--- config.mk ---
export PLATFORM = sky130hd
export DESIGN_NAME = data_mem_if
export DESIGN_NICKNAME = d
export VERILOG_FILES = /design/src/rtl/data_mem_if.sv
export SDC_FILE = /design/constraint.sdc
export NUM_CORES = 1
export LEC_CHECK = 0
export CAP_MARGIN = 5
export CORE_MARGIN = 2
export CORE_UTILIZATION = 31
export CTS_BUF_LIST = sky130_fd_sc_hd__clkbuf_8 sky130_fd_sc_hd__clkbuf_16
export CTS_CLUSTER_DIAMETER = 80
export DETAILED_ROUTE_END_ITERATION = 8
export GPL_ROUTABILITY_DRIVEN = 0
export PLACE_DENSITY = 0.87
export SLEW_MARGIN = 5
export SYNTH_ARGS = -nofsm -noshare
export SYNTH_HDL_FRONTEND = slang
export SYNTH_SLANG_ARGS = --single-unit
--- constraint.sdc ---
create_clock -name clk -period 1.8 [get_ports clk]
set_clock_uncertainty 0.05 [all_clocks]
set_input_delay 0.27 -clock clk [delete_from_list [all_inputs] [get_ports clk]]
set_output_delay 0.27 -clock clk [all_outputs]
set_load 0.05 [all_outputs]
--- src/rtl/data_mem_if.sv ---
// Load/store bridge between a valid/ready request port and a 32-bit RAM with
// a one-cycle registered read and active-low byte-lane write enables.
module data_mem_if #(
  parameter int  depth = 256,
  localparam int AW    = $clog2(depth)
) (
  input  logic          clk,
  input  logic          rst,
  input  logic          req_valid,
  output logic          req_ready,
  input  logic          req_we,
  input  logic [31:0]   req_addr,
  input  logic [1:0]    req_size,
  input  logic          req_unsigned,
  input  logic [31:0]   req_wdata,
  output logic          rsp_valid,
  input  logic          rsp_ready,
  output logic [31:0]   rsp_rdata,
  output logic          rsp_err,
  output logic [AW-1:0] ram_waddr,
  output logic [AW-1:0] ram_raddr,
  output logic [3:0]    ram_wen,
  output logic [31:0]   ram_din,
  input  logic [31:0]   ram_dout
);

  typedef enum logic [1:0] {
    IDLE = 2'd0,
    WAIT = 2'd1,
    RESP = 2'd2
  } state_e;

  state_e      state_q, state_d;
  logic [1:0]  off_q, off_d;
  logic [1:0]  size_q, size_d;
  logic        uns_q, uns_d;
  logic [31:0] rdata_q, rdata_d;
  logic        err_q, err_d;

  logic        req_err;
  logic        accept;
  logic        store_hit;
  logic [3:0]  lane_sel;

  // Misaligned, illegal size, or any address bit above the RAM's byte range.
  assign req_err = (req_size == 2'd3)
                 | ((req_size == 2'd1) & req_addr[0])
                 | ((req_size == 2'd2) & (req_addr[1:0] != 2'b00))
                 | ((req_addr >> (AW + 2)) != 32'd0);

  // Gating with rst keeps the port closed and the RAM untouched during reset.
  assign req_ready = (state_q == IDLE) & ~rst;
  assign accept    = req_valid & req_ready;
  assign store_hit = accept & req_we & ~req_err;

  assign ram_waddr = req_addr[AW+1:2];
  assign ram_raddr = req_addr[AW+1:2];

  for (genvar gi = 0; gi < 4; gi++) begin : g_lane
    localparam logic [1:0] LANE = 2'(gi);
    assign lane_sel[gi] = (req_size == 2'd2)
                        | ((req_size == 2'd1) & (req_addr[1] == LANE[1]))
                        | ((req_size == 2'd0) & (req_addr[1:0] == LANE));
    assign ram_wen[gi]  = ~(store_hit & lane_sel[gi]);
  end

  always_comb begin
    ram_din = req_wdata;
    case (req_size)
      2'd0:    ram_din = {4{req_wdata[7:0]}};
      2'd1:    ram_din = {2{req_wdata[15:0]}};
      default: ram_din = req_wdata;
    endcase
  end

  function automatic logic [31:0] extract(input logic [31:0] word,
                                          input logic [1:0]  off,
                                          input logic [1:0]  size,
                                          input logic        uns);
    logic [7:0]  b;
    logic [15:0] h;
    logic [31:0] r;
    case (off)
      2'd0:    b = word[7:0];
      2'd1:    b = word[15:8];
      2'd2:    b = word[23:16];
      default: b = word[31:24];
    endcase
    h = off[1] ? word[31:16] : word[15:0];
    case (size)
      2'd0:    r = {{24{~uns & b[7]}}, b};
      2'd1:    r = {{16{~uns & h[15]}}, h};
      default: r = word;
    endcase
    return r;
  endfunction

  always_comb begin
    state_d = state_q;
    off_d   = off_q;
    size_d  = size_q;
    uns_d   = uns_q;
    rdata_d = rdata_q;
    err_d   = err_q;
    case (state_q)
      IDLE: begin
        if (accept) begin
          rdata_d = 32'd0;
          err_d   = req_err;
          if (req_err | req_we) begin
            state_d = RESP;
          end else begin
            state_d = WAIT;
            off_d   = req_addr[1:0];
            size_d  = req_size;
            uns_d   = req_unsigned;
          end
        end
      end
      WAIT: begin
        rdata_d = extract(ram_dout, off_q, size_q, uns_q);
        state_d = RESP;
      end
      RESP: begin
        if (rsp_ready) state_d = IDLE;
      end
      default: state_d = IDLE;
    endcase
  end

  always_ff @(posedge clk or posedge rst) begin
    if (rst) begin
      state_q <= IDLE;
      off_q   <= 2'd0;
      size_q  <= 2'd0;
      uns_q   <= 1'b0;
      rdata_q <= 32'd0;
      err_q   <= 1'b0;
    end else begin
      state_q <= state_d;
      off_q   <= off_d;
      size_q  <= size_d;
      uns_q   <= uns_d;
      rdata_q <= rdata_d;
      err_q   <= err_d;
    end
  end

  assign rsp_valid = (state_q == RESP);
  assign rsp_rdata = rdata_q;
  assign rsp_err   = err_q;

endmodule
After elaboration in Yosys (flattened, before gate mapping):

Index checks and enable logic that the tools add are counted.

* register bits after elaboration: 40
* output and inout bits: 87
* bits in latches: 0
* RAM bits: 0
* input bits: 104
* ROM bits: 0
* memories: 0

* bitwise logic cells: 37
* div/mod/pow operators: 0
* muxes and demuxes: 11
* equality and inequality tests: 13
* add/sub/neg operators: 0
* $mul: 0
* reductions and logical operators: 12
* shifts and indexed selects: 0
* $lt $le $gt $ge: 0

Operators with widths (number)
* one-hot mux 32 bit (2 select lines): 3
* 2-to-1 mux 32 bit: 1
* nonzero test 32 bit: 1
* one-hot mux 8 bit (3 select lines): 1
* AND 1 bit: 18
* 2-to-1 mux 16 bit: 1
* equality test 2 bit (second input constant): 6
* equality test 2 x 1 -> 1 bit (second input constant): 5
* logical NOT 2 bit: 5
* bitwise OR 1 bit: 10
* inverter 1 bit: 9
* 2-to-1 mux 8 bit: 1
* 2-to-1 mux 2 bit: 3
* one-hot mux 2 bit (3 select lines): 1
* AND reduction 2 bit: 3
* nonzero test 2 bit: 2
* AND reduction 3 bit: 1
* != test 2 x 1 -> 1 bit (second input constant): 1
* != test 2 bit (second input constant): 1

Longest topological paths before layout:

Gate-level depths: netlist of run 1.

* depth in word-level cells: 9
* gate-level depth with buffers: 6

Worst setup path before layout of run 1:

No wires, ideal clock.

* path kind: input to output
* start point: in req_size[0]
* end point: out ram_din[24]
* cell stages on the path: 4
* path buffers: 2
* data arrival time: 2.100 ns
* path slack: -0.620 ns
* data required time: 1.480 ns
* path through: clkbuf_1 -> buf_1 -> mux2i_1 -> o21ai_0

* longest elaborated chain between the ends: 2
* elaborated cells between the ends (all ways): 3

RTL lines
* start, declared: line 13 `input logic [1:0] req_size,`
* equality test 2 x 1 -> 1 bit or logical NOT 2 bit (tied branches): line 69 `case (req_size)`
* one-hot mux 32 bit (2 select lines) (*): line 69
* end, declared: line 23 `output logic [31:0] ram_din,`

Mark *: on every way between the ends. The rest lies on a longest branch, timed or not.

Worst setup path after layout of run 1:

* start point: reg state_q[1]
* end point: out ram_wen[2]

* longest elaborated chain between the ends: 7

RTL lines
* start, declared: line 33 `state_e state_q, state_d;`
* start signal, assigned: line 140 `state_q <= state_d;`
* logical NOT 2 bit: line 52 `assign req_ready = (state_q == IDLE) & ~rst;`
* AND 1 bit: line 52
* AND 1 bit: line 53 `assign accept = req_valid & req_ready;`
* AND 1 bit (2 in a row): line 54 `assign store_hit = accept & req_we & ~req_err;`
* AND 1 bit: line 64 `assign ram_wen[gi] = ~(store_hit & lane_sel[gi]);`
* inverter 1 bit: line 64
* end, declared: line 22 `output logic [3:0] ram_wen,`

Every way passes these cells.

==> metrics.md, run 1 <==
| Metric | Value |
|---|---|
| CP Class | `flip-flop to output pin` |
| Synth area leader | `dfrtp_1` |
| Diodes inserted | `0` |
| Sw frac | `30.61%` |
| Unrepaired setup endpoints after global routing | `yes` |
| Crit path DAT | `1.73 ns` |
| Syn Std Cell Area | `2610 µm²` |
| Site row count | `33` |
| Max stage delay cell, worst path | `dfrtp_1` |
| Maximum clock rate | `489.0 MHz` |
| VDD IR-drop max | `276.4 µV` |
| Cell Pwr Density | `511.3 nW/µm²` |
| Minimum clock period | `2.045 ns` |
| Period utilization | `113.6%` |
| Final WS setup | `-0.2451 ns` |
| Drt first pass iters | `5` |
| Vias | `2,897` |
| Starting DRT DRC Count | `116` |
| Final setup TNS | `-1.280 ns` |
| Die width | `95.76 µm` |
| Hold crit path type | `primary input to async pin` |
| Power Internal | `1.771 mW` |
| Layout cell share with drive strength beyond 1 | `40.13%` |
| Worst-Skew Late Latency | `0.29 ns` |
| Residual DRC | `0` |
| MaxCap Viol Count | `0` |
| Worst Max-Slew Pin Slew | `0.6644 ns` |
| WHS | `0.2447 ns` |
| CP bufs+invs | `2` |
| Syn_area_per_cell | `9.703 µm²` |
| Sequential cell fraction of total power | `35.4%` |
| Switch Pwr | `781.6 µW` |
| Yosys reg bits | `40` |
| Most frequent cell after synthesis | `dfrtp_1` |
| Pleak | `2.265 nW` |
| First-pass GRT wire length | `13,830 µm` |
| CTS tree | `done` |
| Initial Utilization | `31.93%` |
| Cell variety after synth | `38` |
| Synth Net Count | `373` |
| Required time of the critical path | `1.48 ns` |
| Cell family with most CP delay | `simple AND/OR/NAND/NOR gates` |
| Area share of the largest cell type after synthesis | `38.35%` |
| Total congestion overflow | `0` |
| Routed Antenna Nets | `0` |
| Initial antenna violation count | `0` |
| Drt total wl | `9188 µm` |
| Clock Sinks | `40` |
| GR Util All Layers | `19.22%` |
| Ports | `191` |
| H-tree depth | `2` |
| Core box area | `8175 µm²` |
| Critical-path cell list | `nor4b_4 -> nand3_1 -> nor3_2 -> buf_6 -> o21ai_4 -> buf_12` |
| Highest cell delay on the worst timing path | `0.43 ns` |
| Num CTS Buffers | `5` |
| Wire length per cell | `16.68 µm` |
| Relative slew slack | `55.66%` |
| Failing checks | `negative setup slack` |
| Detailed Place HPWL | `7104 µm` |
| Tot Pwr | `2.553 mW` |
| Final setup fails | `9` |
| Vias in the first global route | `2,858` |
| Final Instance Area | `4994 µm²` |
| Hold Violations, Final | `0` |
| Synth Flop Type | `dfrtp_1` |
| Post-synthesis instance total | `269` |
| Port Buffers | `166` |
| Sequential area share after synthesis | `38.35%` |
| Crit path capture type | `output pin` |
| Max FO, Critical Path | `4` |
| Asr flop ratio synth | `100.0%` |
| YS warnings | `0` |
| Flop2flop setup slack | `-0.09 ns` |
| Post-Place Worst Slack | `-0.4200 ns` |
| Most frequent cells after synthesis | `dfrtp_1, o21ai_0, mux2_2` |
| Fin nets | `549` |
| Synth top area cells | `dfrtp_1, mux2_2, buf_4` |
| Die area | `9169 µm²` |
| Cell area after placement | `4651 µm²` |
| Die Span Y | `95.76 µm` |
| Clock root buffer | `clkbuf_8` |
| Clock share of power | `28.7%` |
| CTS Buffer Depth | `2` |
| Clock Pin Slew Worst Setup and Hold Paths | `0.07 ns` |
| Number of synthesized flops with an enable pin | `0` |
| Largest net degree at the start of global routing | `32` |
| Status | `complete, but fails checks` |
| CP Launch Type | `flip-flop` |
| Combinational share of power | `35.9%` |
| P&R area growth vs syn | `91.32%` |
| Slew Viols, Final | `0` |
| Via-per-instance ratio | `5.258` |
## final timing paths
kind / startpoint / end / depth (start not counted)
worst max-delay path: state_q[1] / ram_wen[2] / 6
worst min-delay path: rst / rsp_err / 4
worst max register to register: state_q[1] / size_q[1] / 7
worst min register to register: rsp_rdata[6] / rsp_rdata[6] / 2
max in group asynchronous: rst / rsp_rdata[0] / 4
min in group clk: req_size[0] / size_q[0] / 3
## placed cells by master, fill, tap and decap left out, types with 2 or more instances in the layout
| master | instances |
|---|---|
| o221ai_1 | 7 |
| a22oi_1 | 2 |
| nor4_4 | 2 |
| nor4_1 | 3 |
| mux2_2 | 20 |
| buf_4 | 76 |
| a21oi_1 | 10 |
| dfrtp_1 | 40 |
| dlygate4sd2_1 | 7 |
| nand3_1 | 2 |
| buf_12 | 26 |
| nor2b_1 | 4 |
| o21ai_0 | 23 |
| nand2b_1 | 3 |
| o2bb2ai_1 | 2 |
| nand2_1 | 23 |
| dlymetal6s2s_1 | 11 |
| clkdlybuf4s50_1 | 75 |
| mux2_4 | 8 |
| buf_6 | 11 |
| mux2i_1 | 9 |
| nor3_1 | 2 |
| inv_1 | 6 |
| a221o_1 | 17 |
| nor4_2 | 3 |
| clkbuf_8 | 5 |
| o21ai_4 | 11 |
| nor2_1 | 13 |
## metal layers
layer | up-vias | part of all wire, % | global-route usage [%]
li1 | 1325 | - | -
met1 | 1383 | 36 | 21.90
met2 | 172 | 53 | 36.01
met3 | 17 | 9.0 | 4.072
met4 | 0 | 1.7 | 5.238
met5 | - | 0 | 0
## what timing repair did
action / CTS / global route
hold buffers: 0 / 0
pin swaps: 11 / 9
setup buffers: 4 / 2
endpoints found under the setup margin: 42 / 36
gates resized for setup: 34 / 23
## cells by family (layout without fill, tap and decap cells)
group                  after synthesis  count (layout)  share of synthesized area, %
multiplexers                        39              39                         16.78
AO/OA/AOI/OAI                       80              80                         21.19
buffers and inverters               46             223                         10.64
flip-flops                          40              40                         38.35
AND/OR/NAND/NOR                     64              64                         13.04
## final cells by class
cell class	instances	area [µm²]
multi-input cells	183	1549
fillers	614	3182
clock inverters	3	42.54
flip-flops and latches	40	1001
inverters	7	26.28
well taps	105	131.4
clock buffers	5	68.82
repair buffers	208	2175
## state kept, by name, indices dropped and copies added (netlist names)
| name | cells |
|---|---|
| rsp_rdata | 32 |
| off_q | 2 |
| size_q | 2 |
| state_q | 2 |
| rsp_err | 1 |
| uns_q | 1 |
## tightest hold or removal path: cells and delay by family
| family | cells | cell delay, ns |
|---|---|---|
| buffers and inverters | 4 | 0.67 |
## metrics by stage
stage,cells,utilization (%)
finish,551,61.08
global route,551,61.08
CTS,549,59.81
detailed placement,538,56.89
global placement,538,56.89
floorplan,269,-
## power groups by stage
stage | combinational, mW | sequential (mW) | clock [mW]
after floorplan | 0.496 | 0.923 | 0
after global placement | 0.869 | 0.922 | 0
after detailed placement | 0.884 | 0.922 | 0
after CTS | 0.907 | 0.904 | 0.737
after global routing | 0.959 | 0.904 | 0.778
final | 0.917 | 0.904 | 0.732
Note: power is estimated with default switching activity, not from simulation.
==> run 2, diff against run 1 <==
CAP_MARGIN = unset   (was 5)
==> results of run 2 <==
No change in the layout: final DEF, timing and power equal those of run 1.
